**config.mk**
```make
export PLATFORM = sky130hd
export DESIGN_NAME = mirfak_clint
export DESIGN_NICKNAME = d
export VERILOG_FILES = /design/src/rtl/mirfak_clint.sv
export SDC_FILE = /design/constraint.sdc
export NUM_CORES = 1
export LEC_CHECK = 0
export CORE_MARGIN = 10
export CORE_UTILIZATION = 61
export CTS_CLUSTER_DIAMETER = 200
export CTS_CLUSTER_SIZE = 16
export DETAILED_ROUTE_END_ITERATION = 6
export PLACE_DENSITY_LB_ADDON = 0.1
export SLEW_MARGIN = 20
export SYNTH_ARGS = -nofsm -noshare
export SYNTH_HDL_FRONTEND = slang
export SYNTH_SLANG_ARGS = --single-unit
export TNS_END_PERCENT = 20
```
**constraint.sdc**
```tcl
create_clock -name clk_i -period 5 [get_ports clk_i]
set_input_delay 1 -clock clk_i [delete_from_list [all_inputs] [get_ports clk_i]]
set_output_delay 1 -clock clk_i [all_outputs]
set_load 0.01 [all_outputs]
```
**src/rtl/mirfak_clint.sv**
```systemverilog
// Core-local interruptor: 64-bit machine timer with compare, plus software-interrupt bit.
// Wishbone B4 classic slave; interrupt outputs feed mip.MTIP / mip.MSIP in the CSR unit.
module mirfak_clint #(
  parameter int unsigned TICK_DIV = 1
) (
  input  logic        clk_i,
  input  logic        rst_ni,
  input  logic [15:0] wbs_addr_i,
  input  logic [31:0] wbs_dat_i,
  input  logic [3:0]  wbs_sel_i,
  input  logic        wbs_cyc_i,
  input  logic        wbs_stb_i,
  input  logic        wbs_we_i,
  output logic [31:0] wbs_dat_o,
  output logic        wbs_ack_o,
  output logic        wbs_err_o,
  output logic        xint_msip_o,
  output logic        xint_mtip_o
);

  typedef enum logic [2:0] {
    REG_NONE,
    REG_MSIP,
    REG_CMP_LO,
    REG_CMP_HI,
    REG_TIME_LO,
    REG_TIME_HI
  } reg_sel_e;

  localparam logic [15:0] PRESC_MAX = 16'(TICK_DIV - 1);

  logic [63:0] mtime_q, mtime_d;
  logic [63:0] mtimecmp_q, mtimecmp_d;
  logic [15:0] presc_q, presc_d;
  logic        msip_q, msip_d;
  logic        ack_q, ack_d;
  logic        err_q, err_d;
  logic [31:0] dat_q, dat_d;
  logic        mtip_q, mtip_d;
  logic        msip_o_q, msip_o_d;

  logic        req;
  logic        wr;
  logic        tick;
  reg_sel_e    reg_sel;
  logic [31:0] rd_data;
  logic [15:0] word_addr;
  logic        unused_addr;

  assign unused_addr = ^wbs_addr_i[1:0];
  assign word_addr   = {wbs_addr_i[15:2], 2'b00};

  function automatic logic [31:0] merge_bytes(input logic [31:0] old_val,
                                              input logic [31:0] new_val,
                                              input logic [3:0]  sel);
    logic [31:0] res;
    for (int b = 0; b < 4; b++) begin
      res[8*b +: 8] = sel[b] ? new_val[8*b +: 8] : old_val[8*b +: 8];
    end
    return res;
  endfunction

  // Address decode and read mux, both on pre-edge register values.
  always_comb begin
    // NOTE: every combinational output gets a default first so no path leaves it unassigned (no latch).
    reg_sel = REG_NONE;
    rd_data = 32'h0;
    unique case (word_addr)
      16'h0000: reg_sel = REG_MSIP;
      16'h4000: reg_sel = REG_CMP_LO;
      16'h4004: reg_sel = REG_CMP_HI;
      16'hBFF8: reg_sel = REG_TIME_LO;
      16'hBFFC: reg_sel = REG_TIME_HI;
      default:  reg_sel = REG_NONE;
    endcase
    unique case (reg_sel)
      REG_MSIP:    rd_data = {31'h0, msip_q};
      REG_CMP_LO:  rd_data = mtimecmp_q[31:0];
      REG_CMP_HI:  rd_data = mtimecmp_q[63:32];
      REG_TIME_LO: rd_data = mtime_q[31:0];
      REG_TIME_HI: rd_data = mtime_q[63:32];
      default:     rd_data = 32'h0;
    endcase
  end

  always_comb begin
    req  = wbs_cyc_i & wbs_stb_i & ~ack_q & ~err_q;
    wr   = req & wbs_we_i & (reg_sel != REG_NONE);
    tick = (presc_q == PRESC_MAX);

    ack_d = req & (reg_sel != REG_NONE);
    err_d = req & (reg_sel == REG_NONE);
    dat_d = ack_d ? rd_data : 32'h0;

    presc_d    = tick ? 16'h0 : presc_q + 16'd1;
    mtime_d    = tick ? mtime_q + 64'd1 : mtime_q;
    mtimecmp_d = mtimecmp_q;
    msip_d     = msip_q;

    // A write to one mtime half replaces that cycle's tick; the other half holds, no carry.
    if (wr) begin
      unique case (reg_sel)
        REG_MSIP:    if (wbs_sel_i[0]) msip_d = wbs_dat_i[0];
        REG_CMP_LO:  mtimecmp_d[31:0]  = merge_bytes(mtimecmp_q[31:0], wbs_dat_i, wbs_sel_i);
        REG_CMP_HI:  mtimecmp_d[63:32] = merge_bytes(mtimecmp_q[63:32], wbs_dat_i, wbs_sel_i);
        REG_TIME_LO: mtime_d = {mtime_q[63:32], merge_bytes(mtime_q[31:0], wbs_dat_i, wbs_sel_i)};
        REG_TIME_HI: mtime_d = {merge_bytes(mtime_q[63:32], wbs_dat_i, wbs_sel_i), mtime_q[31:0]};
        default: ;
      endcase
    end

    mtip_d   = (mtime_q >= mtimecmp_q);
    msip_o_d = msip_q;
  end

  // NOTE: state updates use non-blocking assignments; every flop here is a plain register, so all get a reset value.
  always_ff @(posedge clk_i or negedge rst_ni) begin
    if (!rst_ni) begin
      mtime_q    <= 64'h0;
      mtimecmp_q <= 64'hFFFF_FFFF_FFFF_FFFF;
      presc_q    <= 16'h0;
      msip_q     <= 1'b0;
      ack_q      <= 1'b0;
      err_q      <= 1'b0;
      dat_q      <= 32'h0;
      mtip_q     <= 1'b0;
      msip_o_q   <= 1'b0;
    end else begin
      mtime_q    <= mtime_d;
      mtimecmp_q <= mtimecmp_d;
      presc_q    <= presc_d;
      msip_q     <= msip_d;
      ack_q      <= ack_d;
      err_q      <= err_d;
      dat_q      <= dat_d;
      mtip_q     <= mtip_d;
      msip_o_q   <= msip_o_d;
    end
  end

  assign wbs_dat_o   = dat_q;
  assign wbs_ack_o   = ack_q;
  assign wbs_err_o   = err_q;
  assign xint_mtip_o = mtip_q;
  assign xint_msip_o = msip_o_q;

endmodule
```
==> impl_metrics.csv <==
group,metric,value,unit
pwr,peakVddDrop,0.0003972,V
logic_synthesis,async_reset_ff_share,100.0,%
sta,final.period_utilization,68.73,%
routing,routed_wire_length_per_instance,22.52,µm
clocking,cts.htree.levels,4,
global_route,grt_pass1_vias,9614,
finish,final_layout_size_suffix_gt1_share,16.16,%
setup_path,cp-end-kind,"register",
routing,drc,0,
sta,timing.setup.tns,0,ns
sta,final.setup.worst_slack,1.563,ns
setup_path,cp.arrival,3.82,ns
logic_synthesis,synthFlopType,"dfrtp_1",
status,run_status,"completed",
finish,multi_input_area,0.005851,mm²
flow_run,cap_violations,0,
sta,min_period,3.437,ns
setup_path,required_time_at_the_worst_slack_endpoint,5.38,ns
clocking,postCtsResizedCells,0,
finish,n_antenna_cell,0,
placed_design,placement.setup.worst_slack,1.166,ns
placed_design,dp.cells,1435,
global_route,maximum_number_of_pins_on_one_net_before_global_route_repair,124,
logic_synthesis,synth-edff-count,0,
clocking,clock-root-buffer,"clkbuf_16",
sta,timing.final.hold_violations,0,
floorplanning,coreArea,0.01784,mm²
floorplanning,die_height,154.4,µm
clocking,cts_hold_buffers,0,
sta,relative_slew_slack,33.54,%
setup_path,startpoint_type,"input port",
finish,sequential_cell_area_in_the_final_layout,0.004609,mm²
logic_synthesis,yosys.cell_types.count,78,
logic_synthesis,synth.yosys.seq_area_share,41.86,%
hold_path,worstHoldStart,"msip_o_d",
logic_synthesis,yosys_register_bits,181,
floorplanning,die_width,154.4,µm
finish,areaGrowthSynthToFinish,15.17,%
setup_path,cell_at_the_slowest_stage_of_the_critical_path,"nor3_2",
logic_synthesis,postSynthAreaPerCell,9.566,µm²
sta,worst_pin_slew,0.9969,ns
placed_design,portBuffers,90,
placed_design,hpwl,23320,µm
floorplanning,die_area,0.02382,mm²
logic_synthesis,synth.cell_area,0.01101,mm²
sta,setup-violations-final,0,
clocking,clkTransAtPathRegs,0.08,ns
routing,drt_iter0_drc,1219,
routing,vias_per_cell,6.694,
setup_path,crit_type,"input port to register",
logic_synthesis,postSynthNetCount,1275,
sta,final-max-slew-violation-count,0,
logic_synthesis,synth.yosys.warnings,0,
clocking,tritoncts,"done",
setup_path,startpoint,"wbs_addr_i[12]",
clocking,post-cts-setup-buffers,0,
clocking,clk_latency,0.45,ns
global_route,globalRoute.totalOverflow,0,
pwr,power_per_cell_area,249.8,mW/mm²
sta,max_freq,0.2910,GHz
routing,drt-pass1-iter-count,5,
hold_path,hold_path.class,"register to register",
sta,clock-skew-final,0.01388,ns
clocking,cts-buffers-inserted,17,
finish,finish.cell_count_without_fillers,1467,
finish,num-nets-final,1349,
global_route,grt.total_usage,27.34,%
routing,routed_wl,33040,µm
placed_design,globalplace.congestion,0.9138,
floorplanning,design.portCount,93,
routing,postRouteAntennaNets,0,
setup_path,reg2reg_from,"presc_q[0]",
setup_path,critical-path-max-stage-delay,0.48,ns
pwr,power.static_leakage,0.005195,µW
setup_path,crit_path_max_fanout,33,
clocking,ctsLongestPathBuffers,2,
logic_synthesis,gate_count_of_the_mapped_netlist,1151,
setup_path,critical-path-top-cell-by-count,"nand2_2",
floorplanning,start_util,61.72,%
global_route,antenna_found_initial,0,
routing,detailroute.via_count,9820,
finish,n_fill_cell,1353,
sta,rsz0062_at_grt,"no",
clocking,clock-sinks,181,
global_route,grt_pass1_wl,52760,µm
floorplanning,std_cell_rows,49,
sta,fin_hold_ws,0.4193,ns
setup_path,critical_path_cell_sequence,"clkdlybuf4s50_1 -> nor4_1 -> and3_1 -> nand2_2 -> buf_4 -> nor3_2 -> nand2_2 -> mux2_2",
layout by cell type, fill, tap and decap left out, types with 25 or more instances in the layout:
cell and count:
nor3_1 27, nand2_1 105, o21ai_0 60, a21oi_1 41, nor2_1 97, ha_1 67, clkdlybuf4s50_1 88, mux2_2 55
dfrtp_1 117, dfstp_2 64, nand3_1 44, inv_1 84, a222oi_1 25, nand4_1 43
report_power, final:
part           switching, µW  internal [µW]  leakage, µW  total, µW
sequential              54.4           1490      0.00221       1550
combinational            148           85.3      0.00269        233
clock                    662            727     0.000292       1390
total                    864           2300      0.00520       3170
synth_stat cells (15+ instances only):
cell type,number,area (µm²)
and3_1,24,150.1
dfrtp_1,117,2928
nor2_1,97,364.1
o211ai_1,16,120.1
a21oi_1,41,205.2
nand3_1,44,220.2
nand2_1,105,394.1
dfstp_2,64,1682
ha_1,67,838.3
nor3_1,27,135.1
mux2_2,55,619.3
o21ai_0,60,300.3
inv_1,84,315.3
a211oi_1,18,135.1
nor4_1,15,93.84
nand4_1,43,269.0
buf_2,17,85.08
xnor2_1,17,148.9
a222oi_1,25,250.2
clkbuf_1,24,90.09
mux2i_1,18,180.2
state kept, by name, summed over array words and instances, names as in the netlist:
register	flops
mtime_q	64
presc_q	16
wbs_dat_o	32
wbs_err_o	1
mtimecmp_q	64
wbs_ack_o	1
xint_mtip_o	1
xint_msip_o	1
msip_o_d	1
per-stage QoR:
| stage | area [µm²] | util, % | power, µW |
|---|---|---|---|
| final | 12680 | 71.08 | 3167 |
| after CTS | 12680 | 71.08 | 3168 |
| after detailed placement | 12090 | 67.75 | 1797 |
| after floorplan | 11010 | - | 1656 |
| after global placement | 12090 | 67.75 | 1789 |
| after global routing | 12680 | 71.08 | 3264 |
final timing paths:
| check | slack, ns | endpoint | cells past startpoint |
|---|---|---|---|
| max in group asynchronous | 3.41 | mtimecmp_q[56] | 2 |
| min reg2reg | 0.42 | xint_msip_o | 0 |
| max reg2reg | 1.72 | mtime_q[59] | 8 |
| min | 0.42 | xint_msip_o | 0 |
| max | 1.56 | mtimecmp_q[21] | 8 |
| min in group asynchronous | 0.69 | wbs_dat_o[3] | 1 |
per-layer routing:
| metal | wire, µm | share of wire [%] | global-route usage [%] |
|---|---|---|---|
| met2 | 15020 | 45 | 42.05 |
| met1 | 14270 | 43 | 37.50 |
| met3 | 2778 | 8.4 | 5.408 |
| met4 | 967 | 2.9 | 9.852 |
| met5 | 0 | 0 | 0 |
worst max-delay path, delay by kind of cell:
family	cells	cell delay, ns
buf+inv	2	0.75
simple gates	5	1.69
mux	1	0.36
cell type report:
class | instances | share of cell area [%]
timing repair buffer | 105 | 8.081
clock buffer | 18 | 3.463
inverter | 84 | 2.486
multi-input combinational | 836 | 46.14
clock inverter | 14 | 1.223
tap | 229 | 2.260
sequential | 181 | 36.35
cell families after synthesis:
| group | after synthesis | synth area share [%] |
|---|---|---|
| AO/OA/AOI/OAI | 258 | 16.68 |
| XOR/XNOR | 19 | 1.511 |
| adder cells (fa/ha/maj) | 67 | 7.614 |
| buffers and inverters | 134 | 5.000 |
| flip-flops | 181 | 41.86 |
| multiplexers | 73 | 7.261 |
| AND/OR/NAND/NOR | 419 | 20.07 |
Power figures use the tool's default switching activity.
